## config.mk

```make
export PLATFORM = sky130hd
export DESIGN_NAME = la_uart_dumper_flat
export DESIGN_NICKNAME = d
export VERILOG_FILES = /design/src/rtl/la_uart_dumper_pkg.sv /design/src/rtl/la_uart_dumper_if.sv /design/src/rtl/la_uart_dumper_uart_tx_byte.sv /design/src/rtl/la_uart_dumper.sv /design/src/flat_wrapper.sv
export SDC_FILE = /design/constraint.sdc
export NUM_CORES = 1
export LEC_CHECK = 0
export ABC_AREA = 0
export CAP_MARGIN = 40
export CORE_MARGIN = 4
export CORE_UTILIZATION = 47
export CTS_CLUSTER_DIAMETER = 40
export DETAILED_ROUTE_END_ITERATION = 12
export HOLD_SLACK_MARGIN = 0.12
export PLACE_DENSITY = 0.76
export SYNTH_ARGS = -nofsm -noshare
export SYNTH_HDL_FRONTEND = slang
export SYNTH_SLANG_ARGS = --single-unit
export TNS_END_PERCENT = 1
```

## constraint.sdc

```tcl
create_clock -name clk -period 2.2 [get_ports clk]
set_input_delay 0.22 -clock clk [delete_from_list [all_inputs] [get_ports clk]]
set_output_delay 0.22 -clock clk [all_outputs]
set_load 0.02 [all_outputs]
```

## src/rtl/la_uart_dumper_pkg.sv

```systemverilog
// Shared definitions for the logic-analyzer UART dumper: UART framing constants
// and the readout FSM state encoding.
package la_pkg;

  localparam logic UART_START      = 1'b0;
  localparam logic UART_STOP       = 1'b1;
  localparam int   UART_FRAME_BITS = 10;

  typedef enum logic [2:0] {
    ST_IDLE,
    ST_SYNC,
    ST_ADDR,
    ST_WAIT,
    ST_LOAD,
    ST_SEND,
    ST_NEXT
  } la_state_e;

endpackage

```

## src/rtl/la_uart_dumper_if.sv

```systemverilog
// Capture-buffer read port: the dumper drives the address, the buffer answers
// with the word one cycle later.
interface la_uart_dumper_if #(
  parameter int ADDR_WIDTH = 9,
  parameter int DATA_WIDTH = 128
);

  logic [ADDR_WIDTH-1:0] read_addr;
  logic [DATA_WIDTH-1:0] read_data;

  modport master (output read_addr, input  read_data);
  modport slave  (input  read_addr, output read_data);

endinterface

```

## src/rtl/la_uart_dumper_uart_tx_byte.sv

```systemverilog
// 8N1 UART byte transmitter. Frames are shifted out LSB first from a 10-bit
// shift register holding {stop, data, start}.
module uart_tx_byte
  import la_pkg::*;
#(
  parameter int CLKS_PER_BIT = 347
) (
  input  logic       clk,
  input  logic       rst_n,
  input  logic       start,
  input  logic [7:0] data,
  output logic       tx,
  output logic       ready
);

  localparam int BAUD_W = (CLKS_PER_BIT > 1) ? $clog2(CLKS_PER_BIT) : 1;
  localparam int BIT_W  = $clog2(UART_FRAME_BITS);

  logic                       active_q, active_d;
  logic [BAUD_W-1:0]          baud_q, baud_d;
  logic [BIT_W-1:0]           bit_q, bit_d;
  logic [UART_FRAME_BITS-1:0] shift_q, shift_d;
  logic                       bit_end;
  logic                       last_cycle;

  assign bit_end    = active_q && (baud_q == BAUD_W'(CLKS_PER_BIT - 1));
  assign last_cycle = bit_end && (bit_q == BIT_W'(UART_FRAME_BITS - 1));

  // Ready already in the final stop-bit cycle so a new start chains with no gap.
  assign ready = !active_q || last_cycle;
  assign tx    = active_q ? shift_q[0] : UART_STOP;

  always_comb begin
    active_d = active_q;
    baud_d   = baud_q;
    bit_d    = bit_q;
    shift_d  = shift_q;

    if (active_q) begin
      if (bit_end) begin
        baud_d  = '0;
        bit_d   = bit_q + 1'b1;
        shift_d = {UART_STOP, shift_q[UART_FRAME_BITS-1:1]};
        if (last_cycle) begin
          active_d = 1'b0;
        end
      end else begin
        baud_d = baud_q + 1'b1;
      end
    end

    if (start && ready) begin
      active_d = 1'b1;
      baud_d   = '0;
      bit_d    = '0;
      shift_d  = {UART_STOP, data, UART_START};
    end
  end

  always_ff @(posedge clk or negedge rst_n) begin
    if (!rst_n) begin
      active_q <= 1'b0;
      baud_q   <= '0;
      bit_q    <= '0;
      shift_q  <= {UART_FRAME_BITS{UART_STOP}};
    end else begin
      active_q <= active_d;
      baud_q   <= baud_d;
      bit_q    <= bit_d;
      shift_q  <= shift_d;
    end
  end

endmodule

```

## src/rtl/la_uart_dumper.sv

```systemverilog
// Capture-buffer readout engine: on a rising edge of done, sends SYNC_BYTE and
// then every buffer word MSB byte first over an 8N1 UART line.
module la_uart_dumper
  import la_pkg::*;
#(
  parameter int         DATA_WIDTH   = 128,
  parameter int         ADDR_WIDTH   = 9,
  parameter int         DEPTH        = 512,
  parameter int         CLKS_PER_BIT = 347,
  parameter logic [7:0] SYNC_BYTE    = 8'hA5
) (
  input  logic                   clk,
  input  logic                   rst_n,
  input  logic                   done,
  la_uart_dumper_if.master       mem,
  output logic                   uart_tx,
  output logic                   busy
);

  localparam int NBYTES = DATA_WIDTH / 8;
  localparam int CNT_W  = $clog2(NBYTES + 1);

  la_state_e             state_q, state_d;
  logic                  done_q;
  logic [ADDR_WIDTH-1:0] idx_q, idx_d;
  logic [DATA_WIDTH-1:0] word_q, word_d;
  logic [CNT_W-1:0]      cnt_q, cnt_d;
  logic                  done_rise;
  logic                  tx_start;
  logic [7:0]            tx_data;
  logic                  tx_ready;

  assign done_rise     = done && !done_q;
  assign busy          = (state_q != ST_IDLE);
  assign mem.read_addr = idx_q;

  always_comb begin
    state_d  = state_q;
    idx_d    = idx_q;
    word_d   = word_q;
    cnt_d    = cnt_q;
    tx_start = 1'b0;
    tx_data  = word_q[DATA_WIDTH-1 -: 8];

    case (state_q)
      ST_IDLE: begin
        if (done_rise) begin
          tx_start = 1'b1;
          tx_data  = SYNC_BYTE;
          state_d  = ST_SYNC;
        end
      end
      ST_SYNC: begin
        if (tx_ready) begin
          state_d = ST_ADDR;
        end
      end
      ST_ADDR: state_d = ST_WAIT;
      ST_WAIT: state_d = ST_LOAD;
      // The first byte goes straight from the buffer; the rest come from word_q.
      ST_LOAD: begin
        tx_start = 1'b1;
        tx_data  = mem.read_data[DATA_WIDTH-1 -: 8];
        word_d   = mem.read_data << 8;
        cnt_d    = CNT_W'(1);
        state_d  = ST_SEND;
      end
      ST_SEND: begin
        if (cnt_q == CNT_W'(NBYTES)) begin
          state_d = ST_NEXT;
        end else if (tx_ready) begin
          tx_start = 1'b1;
          word_d   = word_q << 8;
          cnt_d    = cnt_q + 1'b1;
        end
      end
      ST_NEXT: begin
        if (tx_ready) begin
          if (idx_q == ADDR_WIDTH'(DEPTH - 1)) begin
            idx_d   = '0;
            state_d = ST_IDLE;
          end else begin
            idx_d   = idx_q + 1'b1;
            state_d = ST_ADDR;
          end
        end
      end
      default: state_d = ST_IDLE;
    endcase
  end

  always_ff @(posedge clk or negedge rst_n) begin
    if (!rst_n) begin
      state_q <= ST_IDLE;
      done_q  <= 1'b0;
      idx_q   <= '0;
      word_q  <= '0;
      cnt_q   <= '0;
    end else begin
      state_q <= state_d;
      done_q  <= done;
      idx_q   <= idx_d;
      word_q  <= word_d;
      cnt_q   <= cnt_d;
    end
  end

  uart_tx_byte #(
    .CLKS_PER_BIT(CLKS_PER_BIT)
  ) u_tx (
    .clk  (clk),
    .rst_n(rst_n),
    .start(tx_start),
    .data (tx_data),
    .tx   (uart_tx),
    .ready(tx_ready)
  );

endmodule

```

## src/flat_wrapper.sv

```systemverilog
// flat-port wrapper written by rule: the top's interface ports become plain ports
module la_uart_dumper_flat import la_pkg::*;
#(
  parameter int         DATA_WIDTH   = 128,
  parameter int         ADDR_WIDTH   = 9,
  parameter int         DEPTH        = 512,
  parameter int         CLKS_PER_BIT = 347,
  parameter logic [7:0] SYNC_BYTE    = 8'hA5
)
  (clk, rst_n, done, uart_tx, busy, mem_read_addr, mem_read_data);
  la_uart_dumper_if #(.ADDR_WIDTH(ADDR_WIDTH), .DATA_WIDTH(DATA_WIDTH)) mem_i ();
  input  logic clk;
  input  logic rst_n;
  input  logic done;
  output logic uart_tx;
  output logic busy;
  output wire logic [$bits(mem_i.read_addr)-1:0] mem_read_addr;
  input wire logic [$bits(mem_i.read_data)-1:0] mem_read_data;
  assign mem_read_addr = mem_i.read_addr;
  assign mem_i.read_data = mem_read_data;
  la_uart_dumper #(.DATA_WIDTH(DATA_WIDTH), .ADDR_WIDTH(ADDR_WIDTH), .DEPTH(DEPTH), .CLKS_PER_BIT(CLKS_PER_BIT), .SYNC_BYTE(SYNC_BYTE)) u_core (.clk(clk), .rst_n(rst_n), .done(done), .mem(mem_i), .uart_tx(uart_tx), .busy(busy));
endmodule
```

; ---- Yosys cells after proc, flatten, opt, wreduce, memory -nomap -nowiden
; Cells that the tools add are included.
[word_totals]
latch_bits = 0
rom_bits = 0
regBits = 170
mem_bits_rw = 0
mem_count = 0
out_inout_bits = 11
[classes]
reduce_logical = 16
bitwise_logic = 0
div = 0
eq_ne = 16
multipliers = 0
mux = 33
shift = 0
n_lt_le_gt_ge = 0
n_addsub = 4
[ops]
columns = cell, n
row1 = two-way mux 128 bit, 2
row2 = case mux 128 bit (2 select lines), 1
row3 = two-way mux 9 bit, 4
row4 = two-way mux 10 bit, 3
row5 = case mux 3 bit (7 select lines), 1
row6 = "adder 9 x 1 -> 9 bit, second input constant", 2
row7 = "== test 9 bit, second input constant", 2
row8 = case mux 8 bit (2 select lines), 1
row9 = two-way mux 3 bit, 4
row10 = two-way mux 4 bit, 3
row11 = two-way mux 5 bit, 2
row12 = case mux 5 bit (2 select lines), 1
row13 = "== test 3 bit, second input constant", 3
row14 = two-way mux 1 bit, 8
row15 = two-way mux 8 bit, 1
row16 = "inequality test 2 bit, second input constant", 4
row17 = "== test 3 x 2 -> 1 bit, second input constant", 2
row18 = nonzero test 2 bit, 3
row19 = "adder 5 x 1 -> 5 bit, second input constant", 1
row20 = "== test 5 bit, second input constant", 1
row21 = "adder 4 x 1 -> 4 bit, second input constant", 1
row22 = "== test 4 bit, second input constant", 1
row23 = logical AND 1 bit, 4
row24 = "inequality test 2 x 1 -> 1 bit, second input constant", 2
row25 = other kinds (10), 12

; ---- Longest topological paths before layout
[depth]
word_depth = 10
mapped_depth = 10
mapped_depth_nobuf = 8

; ---- Cells and area by module
; A second synthesis with hierarchy kept.
[hier_totals]
hier_cells = 659
area_unflattened_um2 = 8295.5
[by_module_without_submodules]
columns = mod, cells_each, area_per_inst_um2, instances
row1 = la_uart_dumper, 529, 7031.7, 1
row2 = uart_tx_byte, 130, 1263.7, 1

; ---- Worst setup path before layout
; Ideal clock, no wire load.
[synth_path]
path_kind = reg2reg
from = register u_core.idx_q[0], in the netlist u_core.mem.read_addr[0]
to = register u_core.idx_q[5], in the netlist u_core.mem.read_addr[5]
period_less_slack_ns = 2.350
n_path_buf = 0
path_stages_with_launch = 9
slack_ns = -0.150
t_arrival_ns = 2.283
t_required_ns = 2.134
cell_sequence = dfrtp_1 ha_1 and3_1 and3_1 and3_1 ha_1 or3b_2 nor3b_1 a221o_1
[synth_via]
elab_chain_len = 2
elab_cells_between_ends = 3
cone_classes = 1 x add/sub / 1 x eq/ne / 1 x mux
[synth_lines]
columns = item, line
row1 = start: declaration, la_uart_dumper.sv:25  ; logic [ADDR_WIDTH-1:0] idx_q, idx_d;
row2 = start signal: assignment, la_uart_dumper.sv:102  ; idx_q <= idx_d;
row3 = adder 9 x 1 -> 9 bit or == test 9 bit (tied branches), "la_uart_dumper.sv:83, la_uart_dumper.sv:79"
row4 = two-way mux 9 bit (*), la_uart_dumper.sv:79  ; if (idx_q == ADDR_WIDTH'(DEPTH - 1)) begin
; Every way passes the cells marked *; elsewhere a longest branch is shown, timed or not.
; A chain may end at the register's enable or synchronous reset.

; ---- Worst setup path in the final report
[layout_path]
from = register u_core.idx_q[1], in the netlist u_core.mem.read_addr[1]
to = register u_core.idx_q[5], in the netlist u_core.mem.read_addr[5]
; Same word-level chain as after synthesis.

==> qor.yml <==
logic_synthesis:
  ys_types: 55
  synth-seq-cells: 161
  synth_area_leaders: "dfrtp_1 51%, o22ai_1 7.0%, a21oi_1 6.2%, mux2i_1 5.0%, inv_1 4.5%"
  yosysTopAreaCell: "dfrtp_1"
  ys_warn_count: 0
  synth_common_cells: "152 x dfrtp_1, 92 x a21oi_1, 89 x inv_1, 83 x o22ai_1, 46 x o21ai_0"
  synth_ff_type: "dfrtp_1"
  synth.most_common_cell: "dfrtp_1"
  synth-edff-count: 0
  syn_area_per_cell_sq_um: 9.78
  synth_top_area_share_pct: 51.5
  synthArstFlopShare_pct: 100
  synth.yosys.seq_area_share_pct: 54.7
  syn-num-nets: 895
  netlist_instances: 756
  syn-cell-area_sq_um: 7390
routing:
  ant_nets: 0
  wl_per_cell_microns: 16.8
  dr.pass1.iters: 5
  drt_iter0_drc: 411
  routed_wl_mm: 19.0
  num_vias: 6208
  viasPerCell: 5.48
  drc_errors: 0
worst_setup_path:
  crit_fanout: 3
  worst-r2r-setup-slack_ns: 0.05
  critPathArrivalTime_ns: 2.52
  cp-end-kind: "flip-flop"
  startpoint: "u_core.mem.read_addr[1]"
  criticalPathCategory: "flip-flop to flip-flop"
  r2r-end: "u_core.mem.read_addr[5]"
  reg2regPathDepth: 8
  start_kind: "flip-flop"
  crit_required_ns: 2.56
  rr_startpoint: "u_core.mem.read_addr[1]"
min_path:
  hold-path-cell-count: 1
  hp-start: "done"
  hold_class: "primary input to flip-flop"
  hold_end: "u_core.done_q"
sta:
  worst_slack_ns: 0.0481
  fmax_mhz: 465
  slew_violations: 0
  tightestPinTransition_ns: 0.562
  setup_tns_ns: 0
  min_period_over_period_pct: 97.8
  min_period_ns: 2.15
  slew_headroom_pct: 62.6
  setup_viol_count_final: 0
  hold_violations: 0
  clock_skew_ns: 0.0105
placed_design:
  gp_congestion: 0.832
  dpl.hpwl_mm: 13.5
  io_buffers: 141
  placed_cell_area_sq_um: 9370
  place_ws_ns: 0.0104
pwr:
  ir_worst_vdd_mv: 0.524
  power_uw: 6230
  powerDensity_nw_per_um2: 624
  p_leak_uw: 0.00432
clocking:
  cts_buffers: 17
  cts_setup_buffers: 0
  clkLatencyLatePin_ns: 0.43
  clkSinkCount: 161
  clk_pin_slew_ns: 0.06
  clockBufferDepth: 2
  clockRootBuffer: "clkbuf_16"
  htreeDepth: 4
  cts_tree: "built"
layout:
  multi_input_comb_area_sq_um: 2850
  syn_to_final_growth_pct: 35.1
  fin_util_pct: 65.2
  nNetsFinal: 1048
  regArea_sq_um: 4040
  fin_area_sq_um: 9990
  n_fill_cell: 1236
  drive_gt1_share_pct: 11.6
  antenna_cells: 0
global_routing:
  grt_usage_pct: 21.9
  grt_pass1_vias: 6143
  grt_max_degree: 58
  grt-ovfl-total: 0
  grt_pass1_wl_mm: 31.6
  antenna_found_initial: 0
outcome:
  status: "finished clean"
floorplan:
  io_pins: 142
  chipHeight_microns: 133
  row_count: 45
  initial_utilization_pct: 48.3
  coreArea_sq_um: 15300
  die_area_sq_um: 17800
  die_w_microns: 133
run:
  maxCapViolCount: 0
sequential cells by signal, indices dropped and copies added, names as in the netlist, 3 cells and up:
register,cells
u_core.state_q,3
u_core.u_tx.shift_q,9
u_core.cnt_q,5
u_core.u_tx.bit_q,4
u_core.mem.read_addr,9
u_core.u_tx.baud_q,9
u_core.word_q,120
logic make-up (layout without fill, tap and decap cells):
| family | count (synthesis) | in the layout | share of synthesized area (%) |
|---|---|---|---|
| fa+ha+maj | 8 | 8 | 1.35 |
| simple gates | 142 | 142 | 10.1 |
| mux | 38 | 38 | 5.16 |
| flops | 161 | 161 | 54.7 |
| buf+inv | 144 | 310 | 7.72 |
| xor+xnor | 6 | 6 | 0.711 |
| compound gates | 257 | 257 | 20.3 |
cell usage in the layout, fill, tap and decap left out, drive strengths merged, types with 4 or more instances in the layout:
master / Yosys / layout
a21oi: 93 / 93
clkbuf: 29 / 20
clkinv: 0 / 4
and3: 9 / 9
nor2: 13 / 13
mux2i: 37 / 37
nor3: 6 / 6
clkdlybuf4s50: 0 / 140
a22o: 4 / 4
o31ai: 5 / 5
ha: 8 / 8
xor2: 4 / 4
o21ai: 48 / 48
nand2: 38 / 38
nand4: 4 / 4
inv: 89 / 92
nor3b: 8 / 8
dfstp: 9 / 9
nand3: 45 / 45
o22ai: 83 / 83
buf: 26 / 48
dfrtp: 152 / 152
final cells by class:
class | count | area share [%]
sequential | 161 | 40.5
multi-input combinational | 451 | 28.6
timing repair buffer | 189 | 19.2
clock buffer | 20 | 4.47
inverter | 89 | 3.35
tap | 211 | 2.64
clock inverter | 12 | 1.33
power by group:
part           switching, uW  internal [uW]  leakage, uW
registers              0.304           2960      0.00198
logic                    109            226      0.00206
clock network           1220           1710     0.000277
how the worst max path moves through the flow:
stage / endpoint / slack, ns
after global routing: u_core.mem.read_addr[5] / -0.01
after global placement: u_core.mem.read_addr[4] / 0.07
after detailed placement: u_core.mem.read_addr[5] / 0.01
after CTS: u_core.mem.read_addr[5] / 0.01
after floorplan: u_core.mem.read_addr[5] / 0.009
final: u_core.mem.read_addr[5] / 0.05
routing by layer:
metal,up-vias,routed length [microns],global-route usage [%]
met5,-,0,0
met4,0,456,7.83
met3,30,1190,7.67
met2,156,8940,33.2
met1,3018,8450,29.4
li1,3004,-,-
repair_timing:
action	in CTS	in global routing
resized for setup	0	5
hold buffers	1	0
setup endpoints to repair	3	4
pin swaps	3	5
endpoints found under the hold margin	51	0
critical path, cell delays in order, from the launching register on:
cell     delay (ns)
dfrtp_2        0.43
ha_4           0.17
and3_4         0.18
and3_4         0.18
and3_4         0.18
ha_2           0.17
or3b_4         0.42
nor3b_2        0.20
a221o_1        0.16
stage by stage:
step                      instances  hold slack [ns]
after floorplan                 756          -0.0756
after global placement         1100            0.227
after detailed placement       1100            0.223
after CTS                      1133            0.257
after global routing           1133            0.265
final                          1133            0.275
(Power assumes the default switching activity.)
